==> src/rtl/tickgen_pkg.sv <==
// Shared definitions for the down-counter tick generator:
// FSM state encoding and default widths.
package tickgen_pkg;

    typedef enum logic [1:0] {
        IDLE = 2'd0,
        RUN  = 2'd1,
        DONE = 2'd2
    } tick_state_t;

    localparam int DIV_W_DEF = 8;
    localparam int CNT_W_DEF = 4;

endpackage

==> src/rtl/dwncnt_tick_prescaler.sv <==
// Programmable prescaler: load, hold, decrement, reload-on-zero.
// zero flags the cycle on which the next step issues a tick.
module dwncnt_tick_prescaler #(
    parameter int DIV_W = 8
) (
    input  logic             clk,
    input  logic             rst,
    input  logic             load,
    input  logic             step,
    input  logic [DIV_W-1:0] load_val,
    input  logic [DIV_W-1:0] reload_val,
    output logic             zero
);

    logic [DIV_W-1:0] cnt;

    always_ff @(posedge clk) begin
        if (rst) begin
            cnt <= '0;
        end else if (load) begin
            cnt <= load_val;
        end else if (step) begin
            cnt <= (cnt == '0) ? reload_val : cnt - 1'b1;
        end
    end

    assign zero = (cnt == '0);

endmodule

==> src/rtl/dwncnt_tick_gen.sv <==
// Enable-tick generator for the 4-bit down-counter stage.
// Optional pause input when DWNCNT_TICK_GEN_PAUSE_EN is defined.
module dwncnt_tick_gen
    import tickgen_pkg::*;
#(
    parameter int DIV_W = DIV_W_DEF,
    parameter int CNT_W = CNT_W_DEF
) (
    input  logic             clk,
    input  logic             rst,
    input  logic             start,
    input  logic             stop,
`ifdef DWNCNT_TICK_GEN_PAUSE_EN
    input  logic             pause,
`endif
    input  logic [DIV_W-1:0] div_val,
    input  logic [CNT_W-1:0] n_ticks,
    output logic             en,
    output logic             busy,
    output logic             done,
    output logic [CNT_W-1:0] rem
);

    tick_state_t      state;
    logic [DIV_W-1:0] div_l;
    logic             pre_zero;
    logic             hold;
    logic             accept;
    logic             step;

`ifdef DWNCNT_TICK_GEN_PAUSE_EN
    assign hold = pause;
`else
    assign hold = 1'b0;
`endif

    assign accept = (state == IDLE) && start;
    assign step   = (state == RUN) && !stop && !hold;

    dwncnt_tick_prescaler #(
        .DIV_W(DIV_W)
    ) u_pre (
        .clk       (clk),
        .rst       (rst),
        .load      (accept),
        .step      (step),
        .load_val  (div_val),
        .reload_val(div_l),
        .zero      (pre_zero)
    );

    always_ff @(posedge clk) begin
        if (rst) begin
            state <= IDLE;
            div_l <= '0;
            en    <= 1'b0;
            busy  <= 1'b0;
            done  <= 1'b0;
            rem   <= '0;
        end else begin
            en   <= 1'b0;
            done <= 1'b0;
            unique case (state)
                IDLE: begin
                    if (start) begin
                        div_l <= div_val;
                        rem   <= n_ticks;
                        if (n_ticks != '0) begin
                            state <= RUN;
                            busy  <= 1'b1;
                        end else begin
                            state <= DONE;
                        end
                    end
                end
                RUN: begin
                    // stop beats both pause and a pulse due this edge
                    if (stop) begin
                        state <= IDLE;
                        busy  <= 1'b0;
                    end else if (!hold && pre_zero) begin
                        en  <= 1'b1;
                        rem <= rem - 1'b1;
                        if (rem == CNT_W'(1)) begin
                            state <= DONE;
                            busy  <= 1'b0;
                        end
                    end
                end
                DONE: begin
                    done  <= 1'b1;
                    rem   <= '0;
                    state <= IDLE;
                end
                default: begin
                    state <= IDLE;
                    busy  <= 1'b0;
                end
            endcase
        end
    end

endmodule

==> config.mk <==
export PLATFORM = sky130hd
export DESIGN_NAME = dwncnt_tick_gen
export DESIGN_NICKNAME = d
export VERILOG_FILES = /design/src/rtl/tickgen_pkg.sv /design/src/rtl/dwncnt_tick_prescaler.sv /design/src/rtl/dwncnt_tick_gen.sv
export SDC_FILE = /design/constraint.sdc
export NUM_CORES = 1
export LEC_CHECK = 0
export CAP_MARGIN = 20
export CORE_MARGIN = 5
export CORE_UTILIZATION = 50
export DETAILED_ROUTE_END_ITERATION = 12
export DONT_BUFFER_PORTS = 1
export PLACE_DENSITY_LB_ADDON = 0.05
export SYNTH_ARGS = -nofsm -noshare
export SYNTH_HDL_FRONTEND = slang
export SYNTH_SLANG_ARGS = --single-unit
==> constraint.sdc <==
create_clock -name clk -period 3.3 [get_ports clk]
set_input_delay 0.825 -clock clk [delete_from_list [all_inputs] [get_ports clk]]
set_output_delay 0.825 -clock clk [all_outputs]
set_load 0.1 [all_outputs]
==> run summary, run 1 <==
number of max-cap violations -> 0
cell count after synthesis -> 171
Top FF cell, synth -> dfxtp_1
period utilization -> 0.656
Power, Total -> 0.818 mW
Distinct cells, synth -> 44
CP Max Fanout -> 6
Worst Setup Path Type -> reg2reg
status -> finished clean
Async S/R FF share, synth -> 0
Residual DRC -> 0
share of cells above drive strength 1 -> 0.0702
Max-slew headroom -> 0.354
Synth Warn # -> 0
CTS Buf Count -> 3
Sequential Power Share -> 0.464
Slew @ Worst Pin -> 0.968 ns
H-tree Lvls -> 1
CTS tree -> built
Nets -> 196
Via-to-Cell Ratio -> 6.17
crit end category -> flop
full die area -> 3960 µm²
Starting Density -> 0.517
synthesized area -> 1400 µm²
Worst Path Required -> 3.54 ns
cts repair resizes -> 0
clk_skew -> 0.00177 ns
wire per inst -> 16.5 µm
min Tclk post-route -> 2.17 ns
Final setup viols -> 0
clock root cell -> clkbuf_4
Final ANT Viol Nets -> 0
cell taking the most area after synthesis -> dfxtp_1
Hold Path Class -> reg2reg
crit path launch type -> flop
clock network power share -> 0.169
Synth top area share -> 0.357
part of the power in combinational logic -> 0.366
clk_lat worst skew -> 0.31 ns
vias in the first global route -> 1243
# fillers -> 261
Detailed Route WL -> 3330 µm
Worst Setup Slack, final -> 1.13 ns
first-pass GRT wire length -> 5830 µm
Hold Crit Start -> div_l[5]
pin count of the biggest net entering global routing -> 22
slowest stage cell, crit path -> or3b_2
Clock transition at path regs -> 0.14 ns
post-synthesis average cell area -> 8.19 µm²
CP Data Arrival Time -> 2.41 ns
part of the Yosys area used for sequential elements -> 0.357
CTS Buffer Depth -> 2
Iteration-0 DRC Markers -> 109
# diodes -> 0
Rows -> 19
Die Wd -> 62.9 µm
P per Cell Area -> 565 nW/µm²
Net Sw Frac -> 0.403
ranking of synthesized cells by area -> dfxtp_1, a21oi_1, ha_1
die span in y -> 62.9 µm
CP startpoint -> u_pre.cnt[0]
initial antenna violation count -> 0
worst path cell trace -> inv_1 -> ha_1 -> or3b_2 -> o31a_1 -> or4_1 -> o31ai_1
fin. max-slew vios -> 0
HPWL after detailed placement -> 2470 µm
FMAX -> 462 MHz
switching pwr -> 0.330 mW
most common cell after layout, fill and taps aside -> dfxtp_1
register bit total from synthesis -> 25
Post-CTS Setup Inserts -> 0
hold buffers post-CTS -> 0
core region area -> 2710 µm²
final hold vios -> 0
dpl ws -> 1.18 ns
Leak -> 0.544 nW
Peak VDD IR -> 0.293 mV
I/O Buffers -> 0
drt pass-1 iters -> 4
most frequent cells in the layout -> dfxtp_1, nand2_1, a21oi_1
total grt overflow -> 0
Int Pwr -> 0.489 mW
Net Count, Synth -> 195
RSZ-0062 raised after global routing -> no
vias -> 1246
Final TNS setup -> 0 ns
peak per-stage delay on the critical path -> 0.54 ns
Tot GR Track Use -> 0.179
Syn-to-layout area delta -> 3.49%
Reg2Reg Launch Point -> u_pre.cnt[0]
Post-synth EDFFs -> 0
IO Count -> 23
GPL Wtd Cong -> 0.890
clk sinks -> 25
sequential cells by signal, indices dropped and copies added (netlist names):
signal,count
u_pre.cnt,8
rem,4
state,2
div_l,8
done,1
en,1
busy,1
worst paths after layout:
check / to / slack, ns / depth (start not counted)
max reg2reg: rem[0] / 1.13 / 6
min: div_l[5] / 0.46 / 2
max: rem[0] / 1.13 / 6
min reg2reg: div_l[5] / 0.46 / 2
stage by stage:
stage / instance area, µm² / cells / hold WS (ns) / utilization
final: 1450 / 202 / 0.463 / 0.535
after CTS: 1450 / 202 / 0.465 / 0.535
after global routing: 1450 / 202 / 0.490 / 0.535
after floorplan: 1400 / 171 / 0.433 / -
after detailed placement: 1420 / 198 / 0.446 / 0.525
after global placement: 1420 / 198 / 0.438 / 0.525
worst max-delay path, delay by kind of cell, from the launching register on:
family	cells	cell delay [ns]
and+or+nand+nor	2	1.03
AOI/OAI and AO/OA	2	0.40
DFF	1	0.37
adders and majority gates	1	0.19
buffers and inverters	1	0.11
cells by family (layout without fill, tap and decap cells):
kind of cell               after synthesis  after routing  synth area share
adders and majority gates                8              8            0.0715
AOI/OAI and AO/OA                       58             58             0.265
buffers and inverters                   17             17            0.0572
muxes                                    2              2            0.0161
xor gates and xnor gates                 3              3            0.0188
DFF                                     25             25             0.357
and+or+nand+nor                         58             58             0.214
synthesized netlist by cell type (3+ instances only):
library cell / instances
nor2_1: 7
dfxtp_1: 25
nand2_1: 23
nor4_1: 3
o21ai_0: 14
xnor2_1: 3
ha_1: 8
nor3_1: 6
clkbuf_1: 5
a221oi_1: 3
o211ai_1: 3
a21oi_1: 20
inv_1: 9
layout make-up:
type / count / area (µm²) / share of cell area
Timing Repair Buffer: 4 / 30.0 / 0.0207
Inverter: 9 / 33.8 / 0.0233
Sequential cell: 25 / 500 / 0.345
Tap cell: 31 / 38.8 / 0.0268
Clock buffer: 4 / 26.3 / 0.0181
Multi-Input combinational cell: 129 / 820 / 0.566
power by group through the flow:
| stage | combinational, mW | clock (mW) | sequential, mW |
|---|---|---|---|
| after CTS | 0.299 | 0.144 | 0.380 |
| after global routing | 0.333 | 0.164 | 0.385 |
| after detailed placement | 0.298 | 0 | 0.386 |
| after global placement | 0.291 | 0 | 0.385 |
| after floorplan | 0.195 | 0 | 0.435 |
| final | 0.300 | 0.139 | 0.380 |
per-layer routing:
| metal | vias to the layer above | GRT usage | wire (µm) |
|---|---|---|---|
| li1 | 621 | - | - |
| met1 | 589 | 0.249 | 1580 |
| met2 | 32 | 0.277 | 1520 |
| met3 | 4 | 0.0396 | 203 |
| met4 | 0 | 0.0504 | 30 |
| met5 | - | 0 | 0 |
(Power assumes the default switching activity.)
==> run 2: changes to the inputs <==
==> constraint.sdc (replaced) <==
create_clock -name clk -period 1.95 [get_ports clk]
set_input_delay 0.4875 -clock clk [delete_from_list [all_inputs] [get_ports clk]]
set_output_delay 0.4875 -clock clk [all_outputs]
set_load 0.1 [all_outputs]
==> run 2 against run 1 <==
Final area up 13%. Non-clock buffer count up 18. Hold slack worse by 0.27 ns. Critical endpoint is now rem[1]. Clock power up 82%. Critical path type unchanged.
==> run summary, run 2 (same netlist as run 1, synthesis figures left out) <==
most common cell after layout, fill and taps aside -> nand2_1
part of the power in combinational logic -> 0.420
# diodes -> 0
die span in y -> 62.9 µm
peak per-stage delay on the critical path -> 0.55 ns
cell family with most CP delay -> simple AND/OR/NAND/NOR gates
RSZ-0062 raised after global routing -> yes
initial antenna violation count -> 0
CTS Buf Count -> 3
Int Pwr -> 0.907 mW
switching pwr -> 0.608 mW
Final ANT Viol Nets -> 0
CTS Buffer Depth -> 2
clk_lat worst skew -> 0.34 ns
CP Max Fanout -> 7
Detailed Route WL -> 3630 µm
Starting Density -> 0.517
Leak -> 0.643 nW
Via-to-Cell Ratio -> 6.10
worst path cell trace -> or4_4 -> o31a_1 -> or4_1 -> o31ai_2
clock root cell -> clkbuf_4
Syn-to-layout area delta -> 16.9%
most frequent cells in the layout -> nand2_1, buf_4, a21oi_1
Final setup viols -> 0
IO Count -> 23
Sequential Power Share -> 0.413
CP Data Arrival Time -> 2.17 ns
hold buffers post-CTS -> 0
pin count of the biggest net entering global routing -> 22
Worst Path Required -> 2.21 ns
vias in the first global route -> 1249
H-tree Lvls -> 1
clk_skew -> 0.00846 ns
Clock transition at path regs -> 0.15 ns
Tot GR Track Use -> 0.184
I/O Buffers -> 0
Peak VDD IR -> 0.581 mV
Net Sw Frac -> 0.401
biggest regs -> div_l (8), u_pre.cnt (8), rem (4)
clock network power share -> 0.167
GPL Wtd Cong -> 0.850
crit path launch type -> flop
final hold vios -> 0
GR Util met3 -> 0.0468
Residual DRC -> 0
GRT Max-Usage Layer -> met1
core region area -> 2710 µm²
Crit path buffers/inverters -> 0
Slew @ Worst Pin -> 0.438 ns
Rows -> 19
vias -> 1342
min Tclk post-route -> 1.91 ns
fin. max-slew vios -> 0
met2 Track Usage GR -> 0.263
Max-slew headroom -> 0.705
non-filler instance count after layout -> 220
M1 GR Usage -> 0.263
number of max-cap violations -> 0
P per Cell Area -> 926 nW/µm²
Hold Path Class -> in2reg
period utilization -> 0.981
full die area -> 3960 µm²
Nets -> 214
Worst Setup Path Type -> reg2reg
Power, Total -> 1.52 mW
crit end category -> flop
CTS tree -> built
clk sinks -> 25
status -> finished clean
share of cells above drive strength 1 -> 0.259
wire per inst -> 16.5 µm
FMAX -> 523 MHz
Die Wd -> 62.9 µm
drt pass-1 iters -> 4
slowest stage cell, crit path -> or4_4
total grt overflow -> 0
placed insts -> 212
Iteration-0 DRC Markers -> 76
first-pass GRT wire length -> 5990 µm
HPWL after detailed placement -> 2600 µm
[run 2: cell count changes in the layout (fill, tap and decap cells not counted), moves of 2 or more]
cell and delta:
dfxtp_2 +9, ha_1 -2, inv_2 +2, dfxtp_1 -9
inv_1 -2, buf_4 +18
[run 2: area by class of cell]
type                    count  area (µm²)
clock buffers               3        22.5
clock inverters             1        7.51
fillers                   251        1070
inverters                   9        33.8
multi-input cells         129         857
flip-flops and latches     25         512
well taps                  31        38.8
repair buffers             22         165
[run 2: repair_timing]
item / 4_1_cts / 5_1_grt
buffers inserted: 0 / 4
endpoints found under the setup margin: 3 / 7
resized for setup: 2 / 13
pin swaps: 1 / 0
[run 2: stage by stage]
stage / hold slack, ns / setup TNS, ns / util / setup WS [ns] / area (µm²)
after CTS: 0.184 / 0 / 0.582 / 0.0267 / 1580
after global placement: 0.438 / 0 / 0.570 / 0.0715 / 1550
after global routing: 0.166 / -0.0353 / 0.604 / -0.0275 / 1640
after detailed placement: 0.441 / 0 / 0.570 / 0.00550 / 1550
after floorplan: 0.433 / 0 / - / 0.00759 / 1420
final: 0.192 / 0 / 0.604 / 0.0369 / 1640
[run 2: routing by layer]
metal,wire (µm),vias up
met3,197,7
met1,1730,635
li1,-,663
met5,0,-
met4,61,0
met2,1640,37
[run 2: power groups by stage]
| stage | clock [mW] | sequential, mW | combinational [mW] |
|---|---|---|---|
| 6_report | 0.253 | 0.625 | 0.637 |
| 2_1_floorplan | 0 | 0.740 | 0.347 |
| 3_3_place_gp | 0 | 0.628 | 0.596 |
| 4_1_cts | 0.259 | 0.620 | 0.605 |
| 3_5_place_dp | 0 | 0.631 | 0.601 |
| 5_1_grt | 0.281 | 0.633 | 0.696 |
[run 2: path summary, 6_finish.rpt]
check	from	end	slack (ns)	cells past startpoint
max	u_pre.cnt[2]	rem[1]	0.04	4
min	rst	div_l[0]	0.19	1
max reg2reg	u_pre.cnt[2]	rem[1]	0.04	4
min reg2reg	div_l[5]	div_l[5]	0.46	2
==> run 3: changes to the inputs <==
--- a/config.mk
+++ b/config.mk
@@ -14,3 +14,4 @@
 export SYNTH_ARGS = -nofsm -noshare
 export SYNTH_HDL_FRONTEND = slang
 export SYNTH_SLANG_ARGS = --single-unit
+export TNS_END_PERCENT = 20
==> constraint.sdc (replaced) <==
create_clock -name clk -period 2.4 [get_ports clk]
set_input_delay 0.6 -clock clk [delete_from_list [all_inputs] [get_ports clk]]
set_output_delay 0.6 -clock clk [all_outputs]
set_load 0.1 [all_outputs]
==> run 3 against run 2 <==
Highest routed layer unchanged. Global-route usage decreased by 0.28 points. Cell count decreased by 5.9%. Critical path depth is 2 higher.
==> run summary, run 3 (same netlist as run 1, synthesis figures left out) <==
status -> finished clean
H-tree Lvls -> 1
placed insts -> 203
final hold vios -> 0
period utilization -> 0.901
Tot GR Track Use -> 0.181
GPL Wtd Cong -> 0.848
Power, Total -> 1.14 mW
Clock transition at path regs -> 0.13 ns
full die area -> 3960 µm²
dpl ws -> 0.311 ns
Final TNS setup -> 0 ns
crit path launch type -> flop
I/O Buffers -> 0
peak per-stage delay on the critical path -> 0.53 ns
design area -> 1490 µm²
Leak -> 0.569 nW
die span in y -> 62.9 µm
HPWL after detailed placement -> 2520 µm
Net Sw Frac -> 0.401
vias -> 1290
most common cell after layout, fill and taps aside -> dfxtp_1
drt pass-1 iters -> 4
hold buffers post-CTS -> 0
Int Pwr -> 0.683 mW
Die Wd -> 62.9 µm
most frequent cells in the layout -> dfxtp_1, nand2_1, a21oi_1
number of max-cap violations -> 0
worst path cell trace -> inv_1 -> ha_1 -> or3b_2 -> o31a_1 -> or4_1 -> o31ai_1
cts repair resizes -> 0
part of the power in combinational logic -> 0.396
Post-CTS Setup Inserts -> 0
Worst Path Required -> 2.64 ns
# diodes -> 0
slowest stage cell, crit path -> or3b_2
FMAX -> 463 MHz
min Tclk post-route -> 2.16 ns
initial antenna violation count -> 0
share of cells above drive strength 1 -> 0.0966
biggest regs -> div_l (8), u_pre.cnt (8), rem (4)
CTS Buf Count -> 3
worst r2r path cells -> 6
pin count of the biggest net entering global routing -> 22
Worst Setup Path Type -> reg2reg
Iteration-0 DRC Markers -> 55
total grt overflow -> 0
CP Max Fanout -> 6
Final setup viols -> 0
Sequential Power Share -> 0.437
DP Area -> 1460 µm²
CP Data Arrival Time -> 2.41 ns
clk sinks -> 25
critical path depth in cells -> 6
Hold Path Class -> in2reg
Detailed Route WL -> 3480 µm
IO Count -> 23
Nets -> 201
core region area -> 2710 µm²
clock network power share -> 0.167
vias in the first global route -> 1347
CTS Buffer Depth -> 2
fin. max-slew vios -> 0
crit end category -> flop
CTS tree -> built
wire per inst -> 16.8 µm
non-filler instance count after layout -> 207
P per Cell Area -> 768 nW/µm²
first-pass GRT wire length -> 6030 µm
Slew @ Worst Pin -> 0.562 ns
Peak VDD IR -> 0.566 mV
clk_skew -> 0.00363 ns
Rows -> 19
RSZ-0062 raised after global routing -> no
Starting Density -> 0.517
Crit path buffers/inverters -> 1
# fillers -> 268
Final ANT Viol Nets -> 0
clock root cell -> clkbuf_4
Via-to-Cell Ratio -> 6.23
switching pwr -> 0.458 mW
Residual DRC -> 0
hold depth -> 1
Syn-to-layout area delta -> 6.17%
clk_lat worst skew -> 0.32 ns
cell family with most CP delay -> simple AND/OR/NAND/NOR gates
Max-slew headroom -> 0.625
Worst Setup Slack, final -> 0.239 ns
run 3: power by group through the flow:
stage | logic, mW | clock network (mW) | registers (mW)
after global placement | 0.440 | 0 | 0.506
final | 0.452 | 0.190 | 0.499
after floorplan | 0.268 | 0 | 0.599
after CTS | 0.450 | 0.195 | 0.498
after global routing | 0.494 | 0.218 | 0.506
after detailed placement | 0.447 | 0 | 0.508
run 3: metrics by stage:
stage / hold slack, ns / utilization
2_1_floorplan: 0.433 / -
3_3_place_gp: 0.440 / 0.539
3_5_place_dp: 0.445 / 0.539
4_1_cts: 0.320 / 0.548
5_1_grt: 0.305 / 0.548
6_report: 0.327 / 0.548
run 3: cell type report:
class	count	area [µm²]	area share
Clock buffer	4	26.3	0.0177
Inverter	9	33.8	0.0227
Multi-Input combinational cell	129	820	0.551
Sequential cell	25	500	0.337
Tap cell	31	38.8	0.0261
Timing Repair Buffer	9	67.6	0.0455
run 3: final timing paths:
kind	from	end	slack, ns
worst max register to register	u_pre.cnt[0]	rem[1]	0.24
worst min-delay path	rst	state[0]	0.33
worst max-delay path	u_pre.cnt[0]	rem[1]	0.24
worst min register to register	div_l[5]	div_l[5]	0.46
run 3: per-layer routing:
layer  GRT usage  share of wire  vias to the layer above
li1            -              -                      634
met1       0.224           0.45                      598
met2       0.297           0.47                       50
met3      0.0432          0.073                        8
met4      0.0743          0.013                        0
met5           0              0                        -
